--- config.mk ---
export PLATFORM = sky130hd
export DESIGN_NAME = param_data_path
export DESIGN_NICKNAME = d
export VERILOG_FILES = /design/src/rtl/param_data_path.sv
export SDC_FILE = /design/constraint.sdc
export NUM_CORES = 1
export LEC_CHECK = 0
export CAP_MARGIN = 20
export CORE_MARGIN = 2
export CORE_UTILIZATION = 60
export CTS_BUF_LIST = sky130_fd_sc_hd__clkbuf_4
export DETAILED_ROUTE_END_ITERATION = 8
export GPL_TIMING_DRIVEN = 0
export PLACE_DENSITY = 0.81
export SETUP_SLACK_MARGIN = 0.4
export SLEW_MARGIN = 10
export SYNTH_ARGS = -nofsm -noshare
export SYNTH_HDL_FRONTEND = slang
export SYNTH_SLANG_ARGS = --single-unit
--- constraint.sdc ---
create_clock -name clk -period 5.9 [get_ports clk]
set_clock_uncertainty 0.1 [all_clocks]
set_input_delay 1.18 -clock clk [delete_from_list [all_inputs] [get_ports clk]]
set_output_delay 1.18 -clock clk [all_outputs]
set_load 0.02 [all_outputs]
--- src/rtl/param_data_path.sv ---
// Parameterized processor datapath: instruction register and decode, 4-entry
// register file, ALU with registered flags, program counter and address mux.
package param_data_path_pkg;
    typedef enum logic [3:0] {
        I_NOP    = 4'd0,
        I_LOAD   = 4'd1,
        I_STORE  = 4'd2,
        I_MOVE   = 4'd3,
        I_ADD    = 4'd4,
        I_SUB    = 4'd5,
        I_AND    = 4'd6,
        I_OR     = 4'd7,
        I_BRANCH = 4'd8,
        I_BZERO  = 4'd9,
        I_BNEG   = 4'd10,
        I_BOV    = 4'd11,
        I_BNOV   = 4'd12,
        I_BNNEG  = 4'd13,
        I_BNZERO = 4'd14,
        I_HALT   = 4'd15
    } decoded_instruction_type;
endpackage

module param_data_path
    import param_data_path_pkg::*;
#(
    parameter int DATA_W = 16,
    parameter int ADDR_W = 5
) (
    input  logic                    clk,
    input  logic                    rst_n,
    input  logic                    branch,
    input  logic                    pc_enable,
    input  logic                    ir_enable,
    input  logic                    addr_sel,
    input  logic                    c_sel,
    input  logic                    write_reg_enable,
    input  logic                    flags_reg_enable,
    input  logic [1:0]              operation,
    input  logic [DATA_W-1:0]       data_in,
    output decoded_instruction_type decoded_instruction,
    output logic                    zero_op,
    output logic                    neg_op,
    output logic                    unsigned_overflow,
    output logic                    signed_overflow,
    output logic [ADDR_W-1:0]       ram_addr,
    output logic [DATA_W-1:0]       data_out
);
    localparam int NREGS = 4;
    localparam logic [DATA_W-1:0] DATA_ZERO = {DATA_W{1'b0}};
    localparam logic [ADDR_W-1:0] ADDR_ZERO = {ADDR_W{1'b0}};

    logic [15:0]             ir_r;
    logic [ADDR_W-1:0]       pc_r;
    logic [DATA_W-1:0]       regs_r [NREGS];
    logic                    zero_r;
    logic                    neg_r;
    logic                    uov_r;
    logic                    sov_r;

    decoded_instruction_type dec_s;
    logic [1:0]              sel_a_s;
    logic [1:0]              sel_b_s;
    logic [1:0]              sel_c_s;
    logic [ADDR_W-1:0]       mem_addr_s;
    logic [DATA_W-1:0]       bus_a_s;
    logic [DATA_W-1:0]       bus_b_s;
    logic [DATA_W-1:0]       bus_c_s;
    logic [DATA_W:0]         sum_s;
    logic [DATA_W-1:0]       diff_s;
    logic [DATA_W-1:0]       alu_out_s;
    logic                    alu_zero_s;
    logic                    alu_neg_s;
    logic                    alu_uov_s;
    logic                    alu_sov_s;
    logic                    unused_ir_s;

    // Bit 7 of the instruction is not part of any field.
    assign unused_ir_s = ir_r[7];

    // Opcode decode from the upper instruction byte.
    always_comb begin
        dec_s = I_NOP;
        case (ir_r[15:8])
            8'h81:   dec_s = I_LOAD;
            8'h82:   dec_s = I_STORE;
            8'h91:   dec_s = I_MOVE;
            8'hA1:   dec_s = I_ADD;
            8'hA2:   dec_s = I_SUB;
            8'hA3:   dec_s = I_AND;
            8'hA4:   dec_s = I_OR;
            8'h01:   dec_s = I_BRANCH;
            8'h02:   dec_s = I_BZERO;
            8'h03:   dec_s = I_BNEG;
            8'h05:   dec_s = I_BOV;
            8'h06:   dec_s = I_BNOV;
            8'h0A:   dec_s = I_BNNEG;
            8'h0B:   dec_s = I_BNZERO;
            8'hFF:   dec_s = I_HALT;
            default: dec_s = I_NOP;
        endcase
    end

    // Register selectors and memory address field; unused fields stay 0.
    always_comb begin
        sel_a_s    = 2'd0;
        sel_b_s    = 2'd0;
        sel_c_s    = 2'd0;
        mem_addr_s = ADDR_ZERO;
        case (dec_s)
            I_LOAD: begin
                sel_c_s    = ir_r[6:5];
                mem_addr_s = ir_r[ADDR_W-1:0];
            end
            I_STORE: begin
                sel_a_s    = ir_r[6:5];
                mem_addr_s = ir_r[ADDR_W-1:0];
            end
            I_MOVE: begin
                sel_c_s = ir_r[3:2];
                sel_a_s = ir_r[1:0];
                sel_b_s = ir_r[1:0];
            end
            I_ADD, I_SUB, I_AND, I_OR: begin
                sel_a_s = ir_r[1:0];
                sel_b_s = ir_r[3:2];
                sel_c_s = ir_r[5:4];
            end
            I_BRANCH, I_BZERO, I_BNEG, I_BOV, I_BNOV, I_BNNEG, I_BNZERO: begin
                mem_addr_s = ir_r[ADDR_W-1:0];
            end
            default: mem_addr_s = ADDR_ZERO;
        endcase
    end

    assign bus_a_s = regs_r[sel_a_s];
    assign bus_b_s = regs_r[sel_b_s];
    assign bus_c_s = c_sel ? alu_out_s : data_in;

    // ALU result and the four flag terms.
    always_comb begin
        sum_s     = {1'b0, bus_a_s} + {1'b0, bus_b_s};
        diff_s    = bus_a_s - bus_b_s;
        alu_out_s = DATA_ZERO;
        alu_uov_s = 1'b0;
        alu_sov_s = 1'b0;
        case (operation)
            2'b00: begin
                alu_out_s = sum_s[DATA_W-1:0];
                alu_uov_s = sum_s[DATA_W];
                alu_sov_s = (bus_a_s[DATA_W-1] == bus_b_s[DATA_W-1]) &&
                            (sum_s[DATA_W-1] != bus_a_s[DATA_W-1]);
            end
            2'b01: begin
                alu_out_s = diff_s;
                alu_uov_s = (bus_a_s < bus_b_s);
                alu_sov_s = (bus_a_s[DATA_W-1] != bus_b_s[DATA_W-1]) &&
                            (diff_s[DATA_W-1] != bus_a_s[DATA_W-1]);
            end
            2'b10:   alu_out_s = bus_a_s & bus_b_s;
            2'b11:   alu_out_s = bus_a_s | bus_b_s;
            default: alu_out_s = DATA_ZERO;
        endcase
        alu_zero_s = (alu_out_s == DATA_ZERO);
        alu_neg_s  = alu_out_s[DATA_W-1];
    end

    // Instruction register: only the low 16 bits of the bus carry instructions.
    always_ff @(posedge clk or negedge rst_n) begin
        if (!rst_n) begin
            ir_r <= 16'h0000;
        end else if (ir_enable) begin
            ir_r <= data_in[15:0];
        end
    end

    // Program counter: branch target load or wrapping increment.
    always_ff @(posedge clk or negedge rst_n) begin
        if (!rst_n) begin
            pc_r <= ADDR_ZERO;
        end else if (pc_enable) begin
            pc_r <= branch ? mem_addr_s : (pc_r + ADDR_W'(1'b1));
        end
    end

    // Register file write port.
    always_ff @(posedge clk or negedge rst_n) begin
        if (!rst_n) begin
            for (int i = 0; i < NREGS; i++) begin
                regs_r[i] <= DATA_ZERO;
            end
        end else if (write_reg_enable) begin
            regs_r[sel_c_s] <= bus_c_s;
        end
    end

    // Flags register, loaded from the same ALU result as the register write.
    always_ff @(posedge clk or negedge rst_n) begin
        if (!rst_n) begin
            zero_r <= 1'b0;
            neg_r  <= 1'b0;
            uov_r  <= 1'b0;
            sov_r  <= 1'b0;
        end else if (flags_reg_enable) begin
            zero_r <= alu_zero_s;
            neg_r  <= alu_neg_s;
            uov_r  <= alu_uov_s;
            sov_r  <= alu_sov_s;
        end
    end

    assign decoded_instruction = dec_s;
    assign zero_op             = zero_r;
    assign neg_op              = neg_r;
    assign unsigned_overflow   = uov_r;
    assign signed_overflow     = sov_r;
    assign ram_addr            = addr_sel ? mem_addr_s : pc_r;
    assign data_out            = bus_a_s;

endmodule

==> run summary, run 1 <==
The run finished with clean final reports. The H-tree was split into 3 levels. The later pin in the worst-skew pair is clocked with a latency of 480 ps. CTS placed an instance of clkbuf_4 at the clock tree root.

By area the synthesized netlist is led by dfrtp_1 (29%), mux2i_1 (12%), ha_1 (8.7%). Data on the critical path arrives at its endpoint at 5720 ps. The internal cell power is 1.97 mW. Of all cell types, the one taking the most synthesized area is dfrtp_1. In this run, the clock network consumes 9.4% of the power.

The tightest min-delay check is of the reg2reg type. The routing usage on met2 was 54.0%. For the portion of total power attributed to combinational logic, the log shows 68.6%. Buffers inserted during clock tree synthesis total 9.

After detailed routing, the total wire length is 23.1 mm. Yosys mapped a number of flops with a built-in enable equal to 0. The critical path class is reg2reg. The share of synthesized area occupied by flip-flops and latches was 29.5%; the vias after detailed routing was 6889. The global-route track usage on met1 is 46.8%. The tools report the first-pass GRT wire length as 35.4 mm.

Yosys mapped the design onto 77 distinct sky130hd cell types. The average cell area after synthesis is 9.02 um^2, and the areal power density over the cells is 445 nW/um^2. Detailed placement finished with a half-perimeter wire length of 17.2 mm. Most congested layer reported by global routing: met2. The smallest clock period supported by the final layout is computed as 5420 ps. The I/O pin count is 56. Of the total power, the share spent switching nets is 49.2%. In the finished design, the share of the clock period the worst path needs comes to 91.9%. The run gives 645 as the number of DRC markers in iteration 0.

The worst setup path is launched from a flop. The tools report the clock sink total as 88. The portion of total power attributed to sequential cells was 22.0%; the number of flip-flops and latches in the synthesized netlist was 88.

Number of global-route vias before repair: 6672. Leading register cell type out of synthesis: dfrtp_1. The total of warnings raised by yosys is 0. Count of input and output buffers: 52. The residual overflow from global routing is 0, and the number of nets in the finished design is 979. Across the VDD grid, the largest voltage drop is 359 uV.

The maximum clock frequency was 0.184 GHz. After detailed routing, the number of remaining DRC violations is 0. The die footprint was 13400 um^2; the share of layout cells above drive strength 1 was 18.2%. TritonCTS built the clock tree. The finished layout holds 1071 standard cells, fillers aside.

The die is 116 um wide. Across the run, the number of max-cap violations was 0. Entering global routing, the biggest net connects 61 pins. The placer congestion estimate is 0.945, and the number of routed nets with antenna violations is 0. In the global route stage, overall resource usage came out at 34.8%.

Summed over all nets, the switching power comes to 1.90 mW. Compared with the post-synthesis result, the final layout area differs by 16.4%. The number of antenna diodes in the final layout is 0. Summed over all cells, the static leakage comes to 3.64 nW. The clock passes through at most 2 buffers.

Counting instances in the post-synthesis netlist gives the leading cell types as mux2i_1 (92), dfrtp_1 (88), nor2_1 (69). The floorplan step defined a core boundary enclosing 12100 um^2. In this run the tightest slew margin relative to its limit is 51.7%.

The synthesized netlist net count is 909, and the vertical extent of the die is 116 um. The number of hold violations in the final report was 0. Global routing consumed, on the met3 layer, 6.07% of the routing resources. Setup total negative slack on the finished layout was measured at 0 ps. At the worst endpoint, the required time is 6200 ps. The number of max-slew violations in the final report came out at 0. The worst setup path is captured at a flop. Among all cell types in the netlist, the one instantiated most often is mux2i_1. Setup violations remaining at the end of the flow were counted as 0.

In the final routed layout, each cell accounts on average for 21.5 um. The fraction of registers with async set or reset after synthesis was 100%. Synthesis handed over a netlist of 828 instances. The initial core utilization is 61.9%. The fraction of post-synthesis cell area in the top cell type by area works out to 29.5%. Clock-pin slew was measured on the worst setup and hold paths at 150 ps. The run gives 0 as the number of antenna violations at the first check in global routing. The number of placement rows was 40. Including well taps, the total number of placed cells is 1049.

The number of vias per cell is 6.43, and the total power consumption of the routed design is 3.87 mW. Slew at the pin closest to its max-slew limit: 722 ps. Setup repair after global routing could not meet its margin everywhere. Along the worst path, the maximum fanout reaches 10.

The count of TritonRoute iterations in the first routing pass is 5, and the cell area after synthesis is 7470 um^2.
## area by class of cell
type | instances | area (um^2)
well taps | 168 | 210
plain buffers | 51 | 313
clock buffers | 9 | 67.6
repair buffers | 59 | 591
flip-flops and latches | 88 | 2200
multi-input cells | 629 | 5000
inverters | 60 | 225
clock inverters | 7 | 81.3
fillers | 934 | 3370
## layer usage
metal / share of wire (%) / wire (um) / vias to the layer above
met4: 4.5 / 1050 / 0
met1: 42 / 9610 / 3388
met5: 0 / 0 / -
li1: - / - / 3109
met3: 7.6 / 1740 / 59
met2: 46 / 10700 / 333
## repair_timing
action | in CTS | in global routing
endpoints found under the setup margin | 40 | 24
setup buffers | 3 | 3
pin swaps | 5 | 10
hold buffers | 0 | 0
gates cloned | 0 | 0
resized for setup | 32 | 52
## cells by family (layout without fill, tap and decap cells)
kind of cell	Yosys count	in the layout	synth area share (%)
buf+inv	111	186	6.00
xor+xnor	16	16	1.88
fa+ha+maj	54	54	9.25
flops	88	88	29.5
mux	151	151	21.7
simple gates	216	216	14.5
compound gates	192	192	17.2
## power groups by stage
stage          clock, mW  combinational [mW]  sequential, mW
2_1_floorplan          0                1.74           0.837
3_3_place_gp           0                2.34           0.845
3_5_place_dp           0                2.41           0.861
4_1_cts            0.362                2.47           0.847
5_1_grt            0.389                2.87           0.868
6_report           0.364                2.65           0.853
## cell usage in the layout (no fill, tap or decap), types with 6 or more instances in the layout
cell             synthesis  layout
xnor2_1                 14      14
o211ai_1                 8       8
o22ai_1                 14      14
clkbuf_1                26      17
clkbuf_4                 0      10
clkdlybuf4s50_1          0      51
inv_1                   60      60
buf_4                    3       8
o21a_1                   7       6
mux2i_2                  0       7
ha_1                    52      50
nor3_1                   8       8
nor3b_1                  6       6
dfrtp_1                 88      86
buf_2                   16       9
mux2i_1                 92      84
nand2b_1                 7       7
nand2_1                 59      59
buf_1                    6       6
clkbuf_2                 0       8
a31oi_1                  7       7
a21oi_1                 46      44
nor2_1                  69      69
mux2_2                  56      55
a211oi_1                 8       6
nand3_1                  8       8
nor2b_1                 13      12
o21ai_0                 44      41
## registers in the layout, indices dropped and copies added (netlist names)
register           count
ir_r                  15
regs_r                64
zero_op                1
signed_overflow        1
unsigned_overflow      1
pc_r                   5
neg_op                 1
## critical path, stage by stage, from the launching register on
cell,delay [ps]
dfrtp_2,460
or3_4,400
or4_4,460
nor3b_4,220
a22o_1,150
buf_4,190
buf_8,180
mux2_2,390
ha_1,300
buf_2,170
or3_1,390
or3_1,360
o211a_4,280
o21ai_0,190
a32o_2,240
nand4b_1,180
nor4b_4,310
nand4b_1,130
o32ai_1,230
## metrics by stage
step | hold WS [ps] | utilization, % | cell area, um^2 | setup slack (ps)
3_5_place_dp | 403 | 68.2 | 8230 | -350
6_report | 431 | 72.1 | 8690 | 479
5_1_grt | 460 | 72.1 | 8690 | 331
4_1_cts | 433 | 70.5 | 8510 | 412
3_3_place_gp | 385 | 68.0 | 8200 | -235
2_1_floorplan | 370 | - | 7470 | 910
## final timing paths
kind	start	end	slack (ps)	cells after the start
worst max-delay path	ir_r[13]	zero_op	480	18
worst min-delay path	regs_r[4]	regs_r[4]	430	2
worst max register to register	ir_r[13]	zero_op	480	18
worst min register to register	regs_r[4]	regs_r[4]	430	2
max in group asynchronous	rst_n	regs_r[48]	4560	2
min in group asynchronous	rst_n	ir_r[10]	500	1
(Power assumes the default switching activity.)
==> run 2: changes to the inputs <==
--- a/config.mk
+++ b/config.mk
@@ -6,9 +6,7 @@
 export NUM_CORES = 1
 export LEC_CHECK = 0
 export CAP_MARGIN = 20
-export CORE_MARGIN = 2
 export CORE_UTILIZATION = 60
-export CTS_BUF_LIST = sky130_fd_sc_hd__clkbuf_4
 export DETAILED_ROUTE_END_ITERATION = 8
 export GPL_TIMING_DRIVEN = 0
 export PLACE_DENSITY = 0.81
==> constraint.sdc (replaced) <==
create_clock -name clk -period 5.9 [get_ports clk]
set_clock_uncertainty 0.1 [all_clocks]
set_input_delay 1.18 -clock clk [delete_from_list [all_inputs] [get_ports clk]]
set_output_delay 1.18 -clock clk [all_outputs]
set_load 0.1 [all_outputs]
==> run 2 against run 1 <==
Critical endpoint unchanged. Sequential cell count unchanged. Clock-buffer cell count unchanged. Maximum frequency down 1.3%. Cell count down 0.47%. Setup slack worse by 73 ps. Clock power up 80%. Critical path depth up 2. Sequential power up 1%. Worst hold slack worse by 18 ps. Design area up 2.1%. Non-clock buffer count down 5.
==> run summary, run 2 (same netlist as run 1, synthesis figures left out) <==
The number of inserted filler cells in the final layout came out at 899 (-3.7%). For the reg-to-reg setup timing slack, the log shows 410 ps (-70 ps). The residual overflow from global routing was 0 (unchanged).

The tools report the number of cells in the finished layout apart from fillers as 1066 (-0.47%). Clock-pin transition on the worst setup and hold timing paths: 70 ps (-80 ps). The number of max-slew violations in the final report was 0 (unchanged). The first-pass GRT wire length is 36.4 mm (+2.8%).

The count of TritonRoute iterations in the first routing pass is 8 (+3), and the number of placed instances, taps included is 1049 (unchanged). The switching fraction of total power was 50.8% (+1.7 points). The worst-case reg-to-reg path depth is 20 (+2), and the power dissipated by switching net loads is 2.32 mW (+22%).

The number of routed nets with antenna violations is 0 (unchanged), and the maximum clock frequency is 0.182 GHz (-1.3%). The share of layout cells above drive strength 1 is 17.6% (-0.57 points). The maximum buffer depth of the clock tree came out at 2 (unchanged). Final design utilization: 73.6% (+1.5 points). For the internal cell power, the log shows 2.24 mW (+14%).

Most flop-heavy register: regs_r. STA classifies the critical path startpoint as a flop. The maximum fanout along the worst path was 10 (unchanged); the number of nets in the finished design was 974 (-0.51%).

The mean routed wirelength per cell works out to 22.0 um (+2.2%). The half-perimeter wire length after detailed placement is 17.2 mm (about the same), and the die footprint is 12900 um^2 (-3.4%). The tools report the count of antenna diodes in the layout as 0 (unchanged). The number of flip-flops under the largest register name was 64 (unchanged). Tracing the worst setup path back leads to its startpoint at ir_r[11].

The initial core utilization is 61.9% (unchanged), and the number of buffers inserted during clock tree synthesis is 9 (unchanged). The number of design rule violations left after detail routing is 0 (unchanged), and the number of vias per cell is 6.47 (+0.51%). Overall track demand over capacity in global routing: 36.9% (+2.1 points).

The number of antenna violations at the first check in global routing came out at 0 (unchanged). Class of the worst hold path: reg2reg. The areal power density over the cells was 514 nW/um^2 (+15%). Critical path capture point: zero_op. Critical path class: reg2reg. The endpoint identified for the worst register-to-register timing path is zero_op. The portion of total power attributed to combinational logic is 66.7% (-1.9 points), and the number of DRC markers in iteration 0 is 776 (+20%). The tools report the depth of the CTS H-tree as 3 (unchanged).

Critical path capture point type: a flop. The max-capacitance violation count is 0 (unchanged), and the count of endpoints failing setup in the final report is 0 (unchanged). The run finished with clean final reports.

For this design, the slowest cell found on the critical path is or4_4. The count of input and output buffers was 52 (unchanged); the post-synthesis to final-layout area growth was 18.8%. In the layout the commonest cells are dfrtp_1 (86), mux2i_1 (84), nor2_1 (69), inv_1 (60), nand2_1 (58).

The run gives 6050 ps (-150 ps) as the data required time of the worst path. In the final layout, the registers with the most flip-flops are regs_r: 64 flops, ir_r: 15 flops, pc_r: 5 flops. The placer congestion estimate came out at 0.973 (+3.0%).

The width of the die was 114 um (-1.7%). The static leakage came out at 3.79 nW (+4.3%). Setup repair after global routing could not meet its margin everywhere. TritonCTS built the clock tree. The wire length reported by the detailed router was 23.5 mm (+1.7%); the shortest clock period the worst path allows after layout was 5490 ps (+73.3 ps). The number of hold violations in the final report was 0 (unchanged); the area inside the core boundary was 12100 um^2 (unchanged). Walking the worst path, the cells encountered are or3_4 > or4_4 > nor3b_4 > a22o_1 > buf_4 > buf_12 > mux2i_1 > mux2_2 > inv_1 > ha_1 > fa_2 > a211oi_4 > o21ai_0 > a2111oi_1 > a311oi_1 > xnor2_1 > mux2i_2 > nor4b_4 > nand4b_1 > o32ai_2. The I/O pin count was 56 (unchanged); the ratio of final minimum period to clock period was 93.1% (+1.2 points). The vias after detailed routing was 6892 (+0.044%). The vertical extent of the die is 114 um (-1.7%).

Number of placement rows: 40 (unchanged). The arrival time reported for the critical path endpoint came out at 5640 ps (-80 ps). The number of hold buffers added after cts was 0 (unchanged).

The number of global-route vias before repair was 6781 (+1.6%). The slew at the pin closest to its max-slew limit works out to 987 ps (+264 ps). The run gives 14.4% (+5.0 points) as the part of the power in the clock network. The critical path's largest stage delay came out at 470 ps (about the same). Portion of total power attributed to sequential cells: 19.0% (-3.0 points).

The run gives 350 ps (-130 ps) as the source-to-sink clock delay at the later pin of the worst-skew pair. The library cell used most frequently in the layout, excluding fill and tap cells, is dfrtp_1. In this run the critical register-to-register path is launched from ir_r[11].

The logs give 88 (unchanged) for the clock sink total and 372 uV (+3.6%) for the maximum vdd ir drop. Depth of the worst hold-timing path: 2 (unchanged). The run gives 46 (-25%) as the maximum number of pins on one net before global-route repair.

The run gives 34.1% (-18 points) as the remaining max-slew budget at the tightest pin. The final sum of negative setup slack came out at 0 ps (unchanged). In this run the clock root is driven by a clkbuf_16.
==> run 2: changes by cell type in the layout (fill, tap and decap cells not counted), sizes merged <==
cell | previous run | this run
bufinv | 1 | 3
clkdlybuf4s50 | 51 | 44
clkbuf | 35 | 33
clkinvlp | 3 | 1
dlymetal6s2s | 0 | 7
buf | 33 | 30
==> run 2: power groups by stage <==
stage / Sequential, mW / Combinational [mW] / Clock [mW]
after detailed placement: 0.863 / 2.76 / 0
final: 0.864 / 3.04 / 0.656
after global routing: 0.876 / 3.23 / 0.687
after CTS: 0.857 / 2.82 / 0.660
after floorplan: 0.887 / 2.06 / 0
after global placement: 0.847 / 2.67 / 0
==> run 2: routing by layer <==
| metal | GRT usage [%] | vias to the layer above | wire [um] |
|---|---|---|---|
| li1 | - | 3094 | - |
| met4 | 19.2 | 0 | 1160 |
| met1 | 47.5 | 3379 | 9530 |
| met5 | 0 | - | 0 |
| met3 | 6.75 | 87 | 1680 |
| met2 | 59.5 | 332 | 11100 |
==> run 2: repair_timing <==
| item | in CTS | in global routing |
|---|---|---|
| setup endpoints to repair | 47 | 41 |
| gates resized for setup | 35 | 53 |
| setup buffers | 0 | 1 |
| pin swaps | 3 | 11 |
==> run 2: worst max-delay path, delay by kind of cell (launching register included) <==
kind            cells  cell delay [ps]
fa+ha+maj           2              670
buf+inv             3              420
xor+xnor            1              220
mux                 3              540
flops               1              450
simple gates        5             1620
compound gates      6             1370
==> run 2: worst min-delay path by stage <==
stage / start / endpoint / slack [ps]
final: regs_r[40] / regs_r[40] / 410
after global routing: regs_r[46] / regs_r[46] / 450
after CTS: regs_r[40] / regs_r[40] / 410
after detailed placement: regs_r[40] / regs_r[40] / 400
after global placement: regs_r[43] / regs_r[43] / 390
after floorplan: regs_r[32] / regs_r[32] / 370
==> run 2: per-stage QoR <==
| stage | power [mW] | setup slack, ps | hold WS (ps) | cell area, um^2 |
|---|---|---|---|---|
| global route | 4.79 | 257 | 450 | 8880 |
| finish | 4.56 | 406 | 413 | 8880 |
| CTS | 4.34 | 414 | 413 | 8690 |
| detailed placement | 3.62 | -314 | 397 | 8220 |
| global placement | 3.52 | -160 | 386 | 8200 |
| floorplan | 2.95 | 419 | 370 | 7470 |
==> run 2: area by class of cell <==
type | count | area, um^2 | area share [%]
buffer | 51 | 310 | 3.50
clock inverter | 7 | 119 | 1.34
sequential | 88 | 2200 | 24.8
multi-input combinational | 629 | 5020 | 56.5
tap | 168 | 210 | 2.37
inverter | 60 | 225 | 2.54
timing repair buffer | 54 | 563 | 6.34
clock buffer | 9 | 225 | 2.54
